<file path="src/rtl/chroma_key_mp.sv">
// Chroma-key stage for the HSV path: keys a hue/saturation window to a
// generated rainbow background, with frame-synchronous config and counting.
module chroma_key_mp #(
    parameter int ROW_W       = 13,
    parameter int COL_W       = 13,
    parameter int PASS_W      = 24,
    parameter int HUE_LO_DEF  = 90,
    parameter int HUE_HI_DEF  = 150,
    parameter int SAT_MIN_DEF = 50,
    parameter int SCROLL_STEP = 1,
    parameter int CNT_W       = 22
) (
    input  logic              clk,
    input  logic              rst,
    input  logic              in_valid,
    input  logic [ROW_W-1:0]  row,
    input  logic [COL_W-1:0]  col,
    input  logic [23:0]       pixel_in,
    input  logic [PASS_W-1:0] pass_in,
    input  logic              key_en,
    input  logic              animate,
    input  logic [3:0]        bg_sel,
    input  logic [8:0]        hue_lo_in,
    input  logic [8:0]        hue_hi_in,
    input  logic [6:0]        sat_min_in,
    output logic [23:0]       pixel_out,
    output logic [PASS_W-1:0] pass_thru,
    output logic              out_valid,
    output logic [CNT_W-1:0]  key_count,
    output logic              count_valid
);

    localparam logic [CNT_W-1:0] CNT_MAX = '1;

    logic [1:0]        pend_sel, act_sel, sel, pend_nxt;
    logic [8:0]        act_lo, act_hi, lo, hi, phase, phase_nxt;
    logic [6:0]        act_sat, smin;
    logic [8:0]        hue, r_mod, c_mod, bg;
    logic [6:0]        sat;
    logic [10:0]       bg_sum;
    logic [9:0]        phase_sum;
    logic              fs, in_win, key;
    logic [CNT_W-1:0]  cnt;
    logic              key_q, vld_q;
    logic [8:0]        bg_q;
    logic [23:0]       pix_q;
    logic [PASS_W-1:0] pass_q;

    assign hue = pixel_in[23:15];
    assign sat = pixel_in[14:8];
    assign fs  = in_valid && (row == '0) && (col == '0);

    // The FS pixel sees the newly loaded settings, so bypass the shadow regs.
    assign sel  = fs ? pend_sel   : act_sel;
    assign lo   = fs ? hue_lo_in  : act_lo;
    assign hi   = fs ? hue_hi_in  : act_hi;
    assign smin = fs ? sat_min_in : act_sat;

    assign in_win = (lo <= hi) ? (hue >= lo && hue <= hi)
                               : (hue >= lo || hue <= hi);
    assign key = in_valid && key_en && (hue <= 9'd359)
                 && (sat >= smin) && in_win;

    assign r_mod = 9'(32'(row) % 32'd360);
    assign c_mod = 9'(32'(col) % 32'd360);

    always_comb begin
        bg_sum = '0;
        unique case (sel)
            2'd0: bg_sum = 11'(r_mod) + 11'(c_mod) + 11'(phase);
            2'd1: bg_sum = 11'(r_mod) + 11'd360 - 11'(c_mod) + 11'(phase);
            2'd2: bg_sum = 11'(r_mod) + 11'(phase);
            2'd3: bg_sum = 11'(c_mod) + 11'(phase);
        endcase
    end

    // Every operand is already below 360, so two subtractions suffice.
    always_comb begin
        if (bg_sum >= 11'd720)
            bg = 9'(bg_sum - 11'd720);
        else if (bg_sum >= 11'd360)
            bg = 9'(bg_sum - 11'd360);
        else
            bg = 9'(bg_sum);
    end

    always_comb begin
        pend_nxt = pend_sel;
        case (bg_sel)
            4'b0001: pend_nxt = 2'd0;
            4'b0010: pend_nxt = 2'd1;
            4'b0100: pend_nxt = 2'd2;
            4'b1000: pend_nxt = 2'd3;
            default: pend_nxt = pend_sel;
        endcase
    end

    assign phase_sum = 10'(phase) + 10'(SCROLL_STEP);
    assign phase_nxt = (phase_sum >= 10'd360) ? 9'(phase_sum - 10'd360)
                                              : 9'(phase_sum);

    always_ff @(posedge clk) begin
        if (rst) begin
            pend_sel    <= '0;
            act_sel     <= '0;
            act_lo      <= 9'(HUE_LO_DEF);
            act_hi      <= 9'(HUE_HI_DEF);
            act_sat     <= 7'(SAT_MIN_DEF);
            phase       <= '0;
            cnt         <= '0;
            key_count   <= '0;
            count_valid <= 1'b0;
            key_q       <= 1'b0;
            vld_q       <= 1'b0;
            bg_q        <= '0;
            pix_q       <= '0;
            pass_q      <= '0;
            pixel_out   <= '0;
            pass_thru   <= '0;
            out_valid   <= 1'b0;
        end else begin
            pend_sel    <= pend_nxt;
            count_valid <= 1'b0;
            if (fs) begin
                act_sel     <= pend_sel;
                act_lo      <= hue_lo_in;
                act_hi      <= hue_hi_in;
                act_sat     <= sat_min_in;
                if (animate)
                    phase <= phase_nxt;
                key_count   <= cnt;
                count_valid <= 1'b1;
                cnt         <= {{(CNT_W-1){1'b0}}, key};
            end else if (key && cnt != CNT_MAX) begin
                cnt <= cnt + 1'b1;
            end
            key_q     <= key;
            vld_q     <= in_valid;
            bg_q      <= bg;
            pix_q     <= pixel_in;
            pass_q    <= pass_in;
            pixel_out <= key_q ? {bg_q, 7'h7F, 8'hFF} : pix_q;
            pass_thru <= pass_q;
            out_valid <= vld_q;
        end
    end

endmodule

</file>
<file path="config.mk">
export PLATFORM = sky130hd
export DESIGN_NAME = chroma_key_mp
export DESIGN_NICKNAME = d
export VERILOG_FILES = /design/src/rtl/chroma_key_mp.sv
export SDC_FILE = /design/constraint.sdc
export NUM_CORES = 1
export LEC_CHECK = 0
export ABC_AREA = 1
export CAP_MARGIN = 20
export CORE_ASPECT_RATIO = 1.75
export CORE_MARGIN = 2
export CORE_UTILIZATION = 25
export CTS_CLUSTER_DIAMETER = 40
export CTS_CLUSTER_SIZE = 25
export DETAILED_ROUTE_END_ITERATION = 12
export HOLD_SLACK_MARGIN = 0.12
export PLACE_DENSITY = 0.47
export SYNTH_ARGS = -nofsm -noshare
export SYNTH_HDL_FRONTEND = slang
export SYNTH_SLANG_ARGS = --single-unit
</file>
<file path="constraint.sdc">
create_clock -name clk -period 18.8 [get_ports clk]
set_clock_uncertainty 0.05 [all_clocks]
set_input_delay 3.76 -clock clk [delete_from_list [all_inputs] [get_ports clk]]
set_output_delay 3.76 -clock clk [all_outputs]
set_load 0.01 [all_outputs]
</file>
======== After elaboration in Yosys (flattened, before gate mapping) ========
Cells that the tools add are included.
word-level totals
  RAM bits ................................ 0
  bits in latches ......................... 0
  bits in registers ....................... 191
  input port bits ......................... 108
  output and inout port bits .............. 72
  memories kept ........................... 0
  bits in read-only memories .............. 0
operators by class
  divide/modulo/power cells ............... 2
  reductions and logical operators ........ 16
  shift-type cells ........................ 0
  bitwise gates (word level) .............. 0
  multiply operators ...................... 0
  muxes and demuxes ....................... 14
  add/sub/neg operators ................... 12
  magnitude comparators ................... 8
  equality and inequality tests ........... 8
operator list
  kind                                                                     number
  13-bit by 9-bit modulo with 32-bit output, second input constant         2
  9-bit two-way mux                                                        5
  11-bit one-hot mux with 4 select lines                                   1
  9-bit by 9-bit adder with 10-bit output                                  3
  13-bit logical NOT                                                       2
  24-bit two-way mux                                                       1
  22-bit by 1-bit adder with 22-bit output, second input constant          1
  22-bit != test, second input constant                                    1
  9-bit <= comparator                                                      2
  9-bit subtractor, second input constant                                  2
  10-bit by 9-bit adder with 11-bit output                                 1
  11-bit by 9-bit adder with 11-bit output                                 1
  11-bit by 10-bit >= comparator with 1-bit output, second input constant  1
  11-bit by 9-bit >= comparator with 1-bit output, second input constant   1
  10-bit by 9-bit subtractor with 11-bit output                            1
  9-bit by 1-bit adder with 10-bit output, second input constant           1
  9-bit by 9-bit adder with 10-bit output, second input constant           1
  10-bit by 9-bit >= comparator with 1-bit output, second input constant   1
  9-bit >= comparator                                                      1
  9-bit <= comparator, second input constant                               1
  9-bit by 8-bit subtractor with 9-bit output, second input constant       1
  1-bit logical AND                                                        8
  2-bit one-hot mux with 4 select lines                                    1
  7-bit >= comparator                                                      1
  15 further kinds                                                         19

======== Longest topological paths before layout ========
Gate-level depths: netlist of run 1.
  depth in word-level cells ............... 11
  mapped depth ............................ 58
  depth with buffers taken out ............ 58

======== Worst setup path after synthesis of run 1 ========
Ideal clock, no wire load.
  path type ............................... input -> register
  start point ............................. in col[7]
  end point ............................... reg bg_q[7]
  buffers on the path ..................... 0
  path slack .............................. 8.754 ns
  stages .................................. 55
  setup time .............................. 0.113 ns
  arrival ................................. 9.883 ns
  data required time ...................... 18.637 ns
  path through ............................ inv_1 nand2_2 nand2_1 nand2_1 ha_1 inv_1 a21oi_1 nor2_4 nand3_4 nand2_1 nand2_1 nor2_4 nand3_4 nand2_1 nand2_1 nand2_1 nand2_1 nor2_4 [19 not listed] nor2_1 nor2_1 o21ai_0 a21boi_0 o21ai_0 nand2_1 nor2_1 nor2_1 a21oi_1 o2111ai_1 nand2_1 inv_1 nor2_1 nand2_1 o21ai_0 nand2_1 nand2_1 nor2_1
on the way
  longest elaborated chain between the ends .. 8
  elaborated cells on any way between the ends .. 20
  those cells by class .................... add/sub (7); div (1); order compare (2); eq/ne (3); mux (4); reduce/logical (3)
RTL lines
  element                                                                                     RTL line  RTL
  start, declared                                                                             17        input logic [COL_W-1:0] col,
  branches (longest 4 deep; another with 13-bit by 9-bit modulo with 32-bit output)           --
  11-bit one-hot mux with 4 select lines *                                                    69        unique case (sel)
  9-bit subtractor / 11-bit by 9-bit >= comparator with 1-bit output (equally long branches)  82, 81
  9-bit two-way mux                                                                           81        else if (bg_sum >= 11'd360)
  9-bit two-way mux *                                                                         79        if (bg_sum >= 11'd720)
  end signal, assigned                                                                        139       bg_q <= bg;
  end, declared                                                                               45        logic [8:0] bg_q;
Every way passes the cells marked *.
A chain may end at the register's enable or synchronous reset.

======== Worst setup path in the final report of run 1 ========
  start point ............................. in col[8]
  end point ............................... reg bg_q[7]
Same word-level chain as after synthesis.

==> qor.log, run 1 <==
INFO  status         run_status=finished, final reports clean
INFO  clock_network  postCtsHoldBufs=0
INFO  floorplan      initial_core_util=25.15%
INFO  cells_and_area layout.cells.most_common=nand2_1
INFO  worst_setup_path reg2reg_to=bg_q[7]$_SDFF_PP0_
INFO  floorplan      num_rows=106
INFO  power_and_ir_drop power-per-cell-area=140.2nW/um2
INFO  cells_and_area final_layout_size_suffix_gt1_share=6.734%
INFO  timing         post-route-min-period=11640ps
INFO  global_routing via_count_of_the_first_global_routing_pass=11180
INFO  synth          synth_warnings=0
INFO  floorplan      boundaryPins=180
INFO  timing         final_critical_path_setup_slack=7155ps
INFO  synth          syn_area_per_cell=6.999um2
INFO  detailed_routing first_iter_violations=385
INFO  worst_setup_path critPathCaptureType=register
INFO  clock_network  clk_root_buffer_cell=clkbuf_16
INFO  timing         hold_viol=0
INFO  timing         final.hold.worst_slack=350.3ps
INFO  timing         final_min_period_over_clock_period=61.94%
INFO  worst_setup_path most_frequent_cp_cell=nand2_1
INFO  clock_network  h-tree-depth=4
INFO  timing         worst_slew_margin_rel=30.66%
INFO  timing         grt_setup_unrepaired=no
INFO  worst_setup_path critical-path-max-stage-delay=790ps
INFO  global_routing grt_pass1_wl=54.94mm
INFO  synth          ys_async_sr_fraction=0%
INFO  worst_setup_path timing.rr.start=pend_sel[1]$_SDFFE_PP0P_
INFO  clock_network  cts.clk_slew.worst_paths=90ps
INFO  floorplan      die-area=49590um2
INFO  floorplan      die_h=293.1um
INFO  global_routing number_of_antenna_violations_at_the_first_check_in_global_routing=1
INFO  power_and_ir_drop vdd_drop_max=0.1852mV
INFO  synth          synth_area_leaders=dfxtp_1 32%, nand2_1 11%, inv_1 9.0%
INFO  cells_and_area layout_common_cells=363 x nand2_1, 287 x inv_1, 221 x nor2_1
INFO  synth          synth_seq_cells=191
INFO  worst_setup_path worst_setup_path_endpoint=bg_q[7]$_SDFF_PP0_
INFO  timing         setup_tns=0ps
INFO  timing         setup_violations=0
INFO  worst_setup_path crit_arrival=11930ps
INFO  detailed_routing wl_per_cell=13.82um
INFO  worst_setup_path worst-endpoint-required=19090ps
INFO  cells_and_area area_of_combinational_cells_with_multiple_inputs=6843um2
INFO  detailed_routing drt_first_pass_iters=5
INFO  cells_and_area final_area=14980um2
INFO  worst_setup_path critPathSlowestCell=or2_1
INFO  timing         report.final.slew_viol_count=0
INFO  synth          syn_nets=1916
INFO  placement      placedInstanceArea=14350um2
INFO  detailed_routing routed-via-count=11000
INFO  placement      dpl_worst_slack=6683ps
INFO  power_and_ir_drop p_clk_share=18.1%
INFO  cells_and_area area_used_by_sequential_logic_in_the_layout=3824um2
INFO  cells_and_area num-fill-cells=5198
INFO  placement      number_of_buffer_cells_added_on_primary_ports=179
INFO  timing         achievable-frequency=85.88MHz
INFO  synth          ys_types=53
INFO  detailed_routing viasPerCell=4.437
INFO  clock_network  clk-insertion-delay-late=460ps
INFO  clock_network  postCtsResizedCells=0
INFO  synth          biggest_area_consumer_among_synthesized_cells=dfxtp_1
INFO  worst_setup_path critical_path_fanouts_max=24
INFO  clock_network  cts_buffers=17
INFO  worst_setup_path critical_path.startpoint=col[8]
INFO  power_and_ir_drop intPower=1.089mW
INFO  global_routing track_usage=14.00%
INFO  synth          synth-main-ff-cell=dfxtp_1
INFO  power_and_ir_drop p_leak=7.102nW
INFO  timing         timing_worst_slew_pin_value=1040ps
INFO  power_and_ir_drop power.switching=1.011mW
INFO  placement      routabilityCongestion=0.8916
INFO  detailed_routing remaining_drc_errors=0
INFO  floorplan      die-width=169.2um
INFO  detailed_routing ant_nets=0
INFO  synth          syn_inst=1706
INFO  cells_and_area syn_to_final_growth=25.43%
INFO  clock_network  postCtsSetupRepairBufs=0
INFO  placement      detailed_place_hpwl=28.54mm
INFO  synth          synth.top_cell.area_share=32.02%
INFO  worst_setup_path worstSetupStartpointType=input port
INFO  synth          synth_enable_flop_cells=0
INFO  worst_setup_path r2r.worst_path.cells=25
INFO  global_routing grt_max_degree=85
INFO  floorplan      core_area=47480um2
INFO  min_path       worst_hold_class=register to register
INFO  synth          post_synth_instance_area=11940um2
INFO  cells_and_area antenna_diode_instance_count=0
INFO  synth          seq_total_area_yosys=32.02%
INFO  detailed_routing totalWireLength=34.27mm
INFO  power_and_ir_drop share_comb_of_total_power=61.3%
INFO  power_and_ir_drop power.share.sequential=20.6%
INFO  flow_run       cap_viol_max_count=0
INFO  global_routing overflow=0
INFO  cells_and_area finish.net_count=2083
INFO  clock_network  cts_sinks=191
INFO  worst_setup_path timing.reg2reg.setup_slack=13600ps
INFO  power_and_ir_drop power_switching_share=48.15%
INFO  clock_network  tritoncts_clock_tree=done
INFO  worst_setup_path critPathKind=input port to register
INFO  clock_network  cts_max_path_bufs=2
==> critical path: cells and delay by family <==
kind                       cells  cell delay [ps]
buffers and inverters          5              890
AOI/OAI and AO/OA             10             1670
and+or+nand+nor               35             4370
adders and majority gates      4             1230
==> how the worst min path moves through the flow <==
stage	cells after the start	from	endpoint
3_5_place_dp	2	vld_q$_SDFF_PP0_	out_valid$_SDFF_PP0_
3_3_place_gp	2	pass_q[13]$_SDFF_PP0_	pass_thru[13]$_SDFF_PP0_
6_report	2	pass_q[14]$_SDFF_PP0_	pass_thru[14]$_SDFF_PP0_
5_1_grt	2	pass_q[15]$_SDFF_PP0_	pass_thru[15]$_SDFF_PP0_
4_1_cts	2	pass_q[14]$_SDFF_PP0_	pass_thru[14]$_SDFF_PP0_
2_1_floorplan	2	vld_q$_SDFF_PP0_	out_valid$_SDFF_PP0_
==> cell type report <==
type / count / share of cell area (%)
inverters: 301 / 7.544
repair buffers: 182 / 12.10
clock buffers: 17 / 2.840
multi-input cells: 1180 / 45.69
well taps: 594 / 4.962
clock inverters: 15 / 1.337
flip-flops and latches: 191 / 25.53
==> flip-flops by register name, summed over array words and instances, names as in the netlist, 2 cells and up <==
name       count
cnt           22
pend_sel       2
phase          9
act_hi         9
pass_q        24
pix_q         24
bg_q           9
pass_thru     24
pixel_out     24
act_sel        2
act_lo         9
act_sat        7
key_count     22
==> through the flow <==
| step | util (%) | std cells | power, mW |
|---|---|---|---|
| 3_3_place_gp | 30.23 | 2448 | 1.715 |
| 3_5_place_dp | 30.23 | 2448 | 1.729 |
| 2_1_floorplan | - | 1706 | 1.431 |
| 4_1_cts | 31.54 | 2480 | 2.117 |
| 5_1_grt | 31.54 | 2480 | 2.346 |
| 6_report | 31.54 | 2480 | 2.100 |
==> layer usage <==
| layer | track usage (%) | part of all wire, % | vias up |
|---|---|---|---|
| li1 | - | - | 5738 |
| met1 | 13.02 | 36 | 4977 |
| met2 | 28.74 | 56 | 220 |
| met3 | 2.249 | 3.6 | 67 |
| met4 | 6.692 | 4.1 | 2 |
| met5 | 0 | 0.032 | - |
==> cell families after synthesis <==
family                     share of synthesized area [%]
DFF                                                32.02
xor gates and xnor gates                           2.986
and+or+nand+nor                                    32.07
adders and majority gates                          11.88
muxes                                              1.174
buffers and inverters                              10.69
AOI/OAI and AO/OA                                  9.180
==> synthesized netlist by cell type, types with 7 or more instances <==
library cell,count
or2_2,7
nand3_4,9
nor2_2,10
nor4_1,12
o21ai_0,78
o211ai_1,7
o21a_1,8
mux2i_1,14
nand2_2,28
dfxtp_1,191
inv_1,287
nand4_1,51
inv_2,11
fa_1,19
nand2_1,363
clkbuf_1,27
ha_1,83
xor2_1,31
a21oi_1,69
nor2_1,222
a211oi_1,7
nor3_1,21
nand3_1,79
==> power by group through the flow <==
| stage | Sequential, mW | Clock [mW] | Combinational [mW] |
|---|---|---|---|
| after floorplan | 0.442 | 0 | 0.989 |
| after global placement | 0.442 | 0 | 1.27 |
| after detailed placement | 0.442 | 0 | 1.29 |
| after CTS | 0.433 | 0.391 | 1.29 |
| after global routing | 0.434 | 0.407 | 1.51 |
| final | 0.433 | 0.380 | 1.29 |
Note: power is estimated with default switching activity, not from simulation.
==> run 2, diff against run 1 <==
- PLACE_DENSITY: 0.47 -> 0.49
- clock period: 18.8 -> 10.14 ns (I/O delays scaled with it)
==> run 2 against run 1 <==
Effect of this change: hold slack worse by 4.4 ps; register-to-register slack worse by 8300 ps; clock-buffer cell count unchanged; die area unchanged; sequential cell count unchanged; via count down 0.50%; first-iteration DRC count up 11%; critical path type unchanged.
==> qor.log, run 2 (synthesized netlist as in run 1, its figures left out) <==
INFO  status         run_status=finished, final reports clean
INFO  timing         report.final.slew_viol_count=0 [unchanged]
INFO  cells_and_area syn_to_final_growth=25.93%
INFO  placement      number_of_buffer_cells_added_on_primary_ports=179 [unchanged]
INFO  floorplan      boundaryPins=180 [unchanged]
INFO  clock_network  postCtsHoldBufs=0 [unchanged]
INFO  worst_setup_path critical_path_fanouts_max=10 [-58%]
INFO  detailed_routing viasPerCell=4.410 [-0.62%]
INFO  detailed_routing first_iter_violations=426 [+11%]
INFO  cells_and_area antenna_diode_instance_count=0 [unchanged]
INFO  floorplan      num_rows=106 [unchanged]
INFO  floorplan      core_area=47480um2 [unchanged]
INFO  detailed_routing drt_first_pass_iters=5 [unchanged]
INFO  global_routing number_of_antenna_violations_at_the_first_check_in_global_routing=0 [-1]
INFO  timing         worst_slew_margin_rel=38.11% [+7.4 points]
INFO  global_routing track_usage=13.77% [-0.24 points]
INFO  power_and_ir_drop vdd_drop_max=0.3053mV [+65%]
INFO  timing         final_critical_path_setup_slack=930.9ps [-6225 ps]
INFO  power_and_ir_drop power-per-cell-area=261.3nW/um2 [+86%]
INFO  power_and_ir_drop p_clk_share=18.3% [+0.2 points]
INFO  global_routing via_count_of_the_first_global_routing_pass=10920 [-2.3%]
INFO  power_and_ir_drop intPower=2.051mW [+88%]
INFO  worst_setup_path critPathCaptureType=register
INFO  cells_and_area stdcell_count=2483 [+0.12%]
INFO  floorplan      die_h=293.1um [unchanged]
INFO  clock_network  cts.clk_slew.worst_paths=80ps [about the same]
INFO  cells_and_area final_area=15040um2 [+0.39%]
INFO  worst_setup_path critPathSlowestCell=clkdlybuf4s50_1
INFO  power_and_ir_drop power_switching_share=47.80% [-0.36 points]
INFO  detailed_routing remaining_drc_errors=0 [unchanged]
INFO  worst_setup_path worst-endpoint-required=10440ps [-8650 ps]
INFO  floorplan      initial_core_util=25.15% [unchanged]
INFO  power_and_ir_drop power.switching=1.878mW [+86%]
INFO  worst_setup_path most_frequent_cp_cell=nand2_1
INFO  clock_network  tritoncts_clock_tree=done
INFO  timing         final_min_period_over_clock_period=90.82%
INFO  global_routing grt_max_degree=73 [-14%]
INFO  detailed_routing wl_per_cell=13.66um [-1.2%]
INFO  placement      dpl_worst_slack=450.5ps [-6233 ps]
INFO  clock_network  cts_buffers=17 [unchanged]
INFO  power_and_ir_drop p_leak=7.142nW [+0.57%]
INFO  power_and_ir_drop p_total=3.929mW [+87%]
INFO  flow_run       cap_viol_max_count=0 [unchanged]
INFO  global_routing grt_pass1_wl=54.07mm [-1.6%]
INFO  timing         final.hold.worst_slack=345.9ps [-4.377 ps]
INFO  power_and_ir_drop share_comb_of_total_power=61.3% [about the same]
INFO  timing         achievable-frequency=108.6MHz
INFO  global_routing overflow=0 [unchanged]
INFO  worst_setup_path timing.reg2reg.setup_slack=5350ps [-8250 ps]
INFO  timing         grt_setup_unrepaired=yes
INFO  clock_network  h-tree-depth=4 [unchanged]
INFO  placement      routabilityCongestion=0.8558 [-4.0%]
INFO  cells_and_area post-route-util=31.67% [+0.12 points]
INFO  clock_network  cts_sinks=191 [unchanged]
INFO  clock_network  clk_root_buffer_cell=clkbuf_16
INFO  cells_and_area final_layout_size_suffix_gt1_share=7.041% [+0.31 points]
INFO  min_path       worst_hold_class=register to register
INFO  timing         post-route-min-period=9209ps
INFO  timing         timing_worst_slew_pin_value=922.7ps [-117.4 ps]
INFO  placement      detailed_place_hpwl=28.06mm [-1.7%]
INFO  clock_network  cts_max_path_bufs=2 [unchanged]
INFO  timing         setup_violations=0 [unchanged]
INFO  power_and_ir_drop power.share.sequential=20.4% [-0.2 points]
INFO  clock_network  postCtsResizedCells=0 [unchanged]
INFO  timing         hold_viol=0 [unchanged]
INFO  worst_setup_path critPathKind=input port to register
INFO  worst_setup_path worstSetupStartpointType=input port
INFO  cells_and_area layout_common_cells=363 x nand2_1, 287 x inv_1, 219 x nor2_1
INFO  worst_setup_path critical-path-max-stage-delay=550ps [-240 ps]
INFO  placement      dp_cells=2451 [+0.12%]
INFO  worst_setup_path crit_arrival=9510ps [-2420 ps]
INFO  floorplan      die-width=169.2um [unchanged]
INFO  clock_network  clk-insertion-delay-late=460ps [about the same]
INFO  detailed_routing ant_nets=0 [unchanged]
INFO  floorplan      die-area=49590um2 [unchanged]
INFO  detailed_routing routed-via-count=10950 [-0.50%]
INFO  detailed_routing totalWireLength=33.91mm [-1.0%]
INFO  clock_network  postCtsSetupRepairBufs=0 [unchanged]
INFO  cells_and_area layout.cells.most_common=nand2_1
INFO  cells_and_area finish.net_count=2086 [+0.14%]
INFO  placement      placedInstanceArea=14370um2 [+0.16%]
INFO  timing         setup_tns=0ps [unchanged]
-- run 2: worst paths after layout --
| path | startpoint | endpoint | cells past startpoint |
|---|---|---|---|
| worst max-delay path | col[8] | bg_q[7]$_SDFF_PP0_ | 56 |
| worst min-delay path | pass_q[14]$_SDFF_PP0_ | pass_thru[14]$_SDFF_PP0_ | 2 |
| worst max register to register | act_sel[1]$_SDFF_PP0_ | bg_q[7]$_SDFF_PP0_ | 26 |
| worst min register to register | pass_q[14]$_SDFF_PP0_ | pass_thru[14]$_SDFF_PP0_ | 2 |
-- run 2: per-layer routing --
layer / global-route usage [%] / share of wire (%) / vias to the layer above
met3: 2.196 / 3.6 / 53
met2: 27.71 / 55 / 224
met1: 13.25 / 37 / 4935
met5: 0 / 0 / -
li1: - / - / 5737
met4: 6.629 / 3.7 / 0
-- run 2: layout make-up --
type | count | area (um2)
Clock inverter | 15 | 225.2
Clock buffer | 17 | 425.4
Inverter | 301 | 1130
Timing Repair Buffer | 185 | 1837
Sequential cell | 191 | 3824
Fill cell | 5140 | 32440
Tap cell | 594 | 743.2
Multi-Input combinational cell | 1180 | 6852
-- run 2: power by group through the flow --
stage | combinational [mW] | clock [mW] | sequential (mW)
finish | 2.41 | 0.721 | 0.800
floorplan | 1.83 | 0 | 0.820
detailed placement | 2.39 | 0 | 0.818
global placement | 2.37 | 0 | 0.818
global route | 2.78 | 0.781 | 0.803
CTS | 2.40 | 0.753 | 0.801
-- run 2: critical path, delay by kind of cell --
family / cells / cell delay [ps]
AO/OA/AOI/OAI: 10 / 1490
adder cells (fa/ha/maj): 4 / 1340
buffers and inverters: 6 / 920
AND/OR/NAND/NOR: 36 / 3730
==> run 3, diff against run 2 <==
- PLACE_DENSITY: 0.49 -> 0.47
- SLEW_MARGIN: default -> 20
- clock period: 10.14 -> 9 ns (I/O delays scaled with it)
==> run 3 against run 2 <==
Effect of this change: die area stayed put; cell area is 3.5% higher; combinational power is 36% higher; sequential cell count stayed put; sequential share of layout area is 0.85 points lower; via count is 2.0% higher; first-iteration DRC count is 11% lower; critical path depth is 1 lower; non-clock buffer count is 41 higher; largest cell class unchanged.
==> qor.log, run 3 (synthesized netlist as in run 1, its figures left out) <==
INFO  detailed_routing routed-via-count=11170 [+2.0%]
INFO  detailed_routing totalWireLength=35.09mm [+3.5%]
INFO  timing         report.final.slew_viol_count=0 [unchanged]
INFO  clock_network  cts_sinks=191 [unchanged]
INFO  worst_setup_path most_frequent_cp_cell=nand2_1
INFO  power_and_ir_drop power.switching=2.331mW [+24%]
INFO  timing         achievable-frequency=118.4MHz
INFO  clock_network  cts_buffers=17 [unchanged]
INFO  min_path       worst_hold_class=register to register
INFO  power_and_ir_drop p_total=5.001mW [+27%]
INFO  timing         hold_viol=0 [unchanged]
INFO  floorplan      boundaryPins=180 [unchanged]
INFO  power_and_ir_drop vdd_drop_max=0.4006mV [+31%]
INFO  cells_and_area layout_common_cells=350 x nand2_1, 285 x inv_1, 215 x nor2_1
INFO  worst_setup_path crit_arrival=8740ps [-770 ps]
INFO  clock_network  tritoncts_clock_tree=done
INFO  timing         setup_violations=0 [unchanged]
INFO  cells_and_area finish.net_count=2130 [+2.1%]
INFO  worst_setup_path worst-endpoint-required=9290ps [-1150 ps]
INFO  floorplan      die-width=169.2um [unchanged]
INFO  worst_setup_path timing.reg2reg.setup_slack=4270ps [-1080 ps]
INFO  timing         worst_slew_margin_rel=35.94% [-2.2 points]
INFO  cells_and_area layout.cells.most_common=nand2_1
INFO  global_routing via_count_of_the_first_global_routing_pass=11010 [+0.76%]
INFO  status         run_status=finished, final reports clean
INFO  power_and_ir_drop power-per-cell-area=321.4nW/um2 [+23%]
INFO  worst_setup_path critPathSlowestCell=fa_1
INFO  floorplan      die_h=293.1um [unchanged]
INFO  worst_setup_path critPathTopFamily=simple AND/OR/NAND/NOR gates
INFO  detailed_routing drt_first_pass_iters=5 [unchanged]
INFO  power_and_ir_drop p_leak=7.384nW [+3.4%]
INFO  power_and_ir_drop power_switching_share=46.60% [-1.2 points]
INFO  global_routing grt_max_degree=91 [+25%]
INFO  clock_network  h-tree-depth=4 [unchanged]
INFO  worst_setup_path crit_buf_inv=7 [+1]
INFO  timing         final_min_period_over_clock_period=93.85%
INFO  clock_network  clk-insertion-delay-late=450ps [about the same]
INFO  global_routing grt_pass1_wl=54.98mm [+1.7%]
INFO  placement      dp_cells=2485 [+1.4%]
INFO  worst_setup_path critPathKind=input port to register
INFO  floorplan      die-area=49590um2 [unchanged]
INFO  placement      routabilityCongestion=0.8554 [about the same]
INFO  clock_network  cts.clk_slew.worst_paths=90ps [about the same]
INFO  power_and_ir_drop share_comb_of_total_power=65.5% [+4.2 points]
INFO  clock_network  clk_root_buffer_cell=clkbuf_16
INFO  detailed_routing remaining_drc_errors=0 [unchanged]
INFO  global_routing overflow=0 [unchanged]
INFO  clock_network  postCtsHoldBufs=0 [unchanged]
INFO  floorplan      num_rows=106 [unchanged]
INFO  cells_and_area final_layout_size_suffix_gt1_share=10.71% [+3.7 points]
INFO  detailed_routing ant_nets=0 [unchanged]
INFO  detailed_routing viasPerCell=4.421 [+0.27%]
INFO  worst_setup_path critPathCaptureType=register
INFO  power_and_ir_drop power.share.sequential=18.0% [-2.4 points]
INFO  placement      detailed_place_hpwl=28.67mm [+2.2%]
INFO  power_and_ir_drop p_clk_share=16.4% [-1.9 points]
INFO  cells_and_area antenna_diode_instance_count=0 [unchanged]
INFO  power_and_ir_drop intPower=2.671mW [+30%]
INFO  cells_and_area stdcell_count=2527 [+1.8%]
INFO  cells_and_area syn_to_final_growth=30.31%
INFO  timing         timing_worst_slew_pin_value=960.9ps [+38.18 ps]
INFO  cells_and_area post-route-util=32.77% [+1.1 points]
INFO  global_routing number_of_antenna_violations_at_the_first_check_in_global_routing=0 [unchanged]
INFO  flow_run       cap_viol_max_count=0 [unchanged]
INFO  clock_network  cts_max_path_bufs=2 [unchanged]
INFO  worst_setup_path worstSetupStartpointType=input port
INFO  floorplan      initial_core_util=25.15% [unchanged]
INFO  timing         post-route-min-period=8447ps
INFO  placement      number_of_buffer_cells_added_on_primary_ports=179 [unchanged]
INFO  worst_setup_path critical-path-max-stage-delay=500ps [-50 ps]
INFO  detailed_routing first_iter_violations=380 [-11%]
INFO  floorplan      core_area=47480um2 [unchanged]
INFO  global_routing track_usage=13.96% [+0.19 points]
INFO  worst_setup_path critical_path_fanouts_max=8 [-2]
INFO  detailed_routing wl_per_cell=13.88um [+1.7%]
INFO  cells_and_area num-fill-cells=5101 [-0.76%]
run 3: per-stage QoR:
stage | setup slack [ps] | area (um2) | TNS (ps) | hold slack [ps]
4_1_cts | 182.8 | 15290 | 0 | 356.6
6_report | 553.5 | 15560 | 0 | 353.0
3_5_place_dp | -275.8 | 14630 | -1024 | 344.6
2_1_floorplan | 913.6 | 11940 | 0 | 338.3
5_1_grt | -102.6 | 15560 | -306.6 | 365.7
3_3_place_gp | -27.60 | 14630 | -35.04 | 339.4
run 3: layer usage:
metal	wire length [um]	vias up	track usage (%)
li1	-	5844	-
met1	12850	5058	13.35
met2	19870	224	28.87
met3	1301	47	2.411
met4	1061	0	5.003
met5	0	-	0
run 3: tightest hold or removal path, cell delays in order, from the launching register on:
cell and delay (ps):
dfxtp_1 310, inv_1 40, nor2_1 30
run 3: repair_timing:
action | CTS | global route
endpoints found under the setup margin | 0 | 6
buffers inserted | 0 | 7
resized for setup | 0 | 50
run 3: area by class of cell:
cell class | count | area, um2 | area share, %
Clock inverter | 15 | 234.0 | 1.504
Clock buffer | 17 | 425.4 | 2.734
Tap cell | 594 | 743.2 | 4.777
Inverter | 301 | 1130 | 7.262
Timing Repair Buffer | 226 | 2160 | 13.88
Sequential cell | 191 | 3824 | 24.58
Multi-Input combinational cell | 1183 | 7043 | 45.27
run 3: path summary, 6_finish.rpt:
kind         cells past startpoint                  endpoint             startpoint
max                             55        bg_q[8]$_SDFF_PP0_                 col[8]
min                              2  pass_thru[18]$_SDFF_PP0_  pass_q[18]$_SDFF_PP0_
max reg2reg                     26        bg_q[8]$_SDFF_PP0_  act_sel[1]$_SDFF_PP0_
min reg2reg                      2  pass_thru[18]$_SDFF_PP0_  pass_q[18]$_SDFF_PP0_
run 3: power by group through the flow:
stage,Combinational (mW),Sequential (mW),Clock [mW]
final,3.28,0.903,0.821
after CTS,3.09,0.903,0.859
after floorplan,2.07,0.924,0
after global placement,3.03,0.923,0
after detailed placement,3.07,0.923,0
after global routing,3.74,0.906,0.887
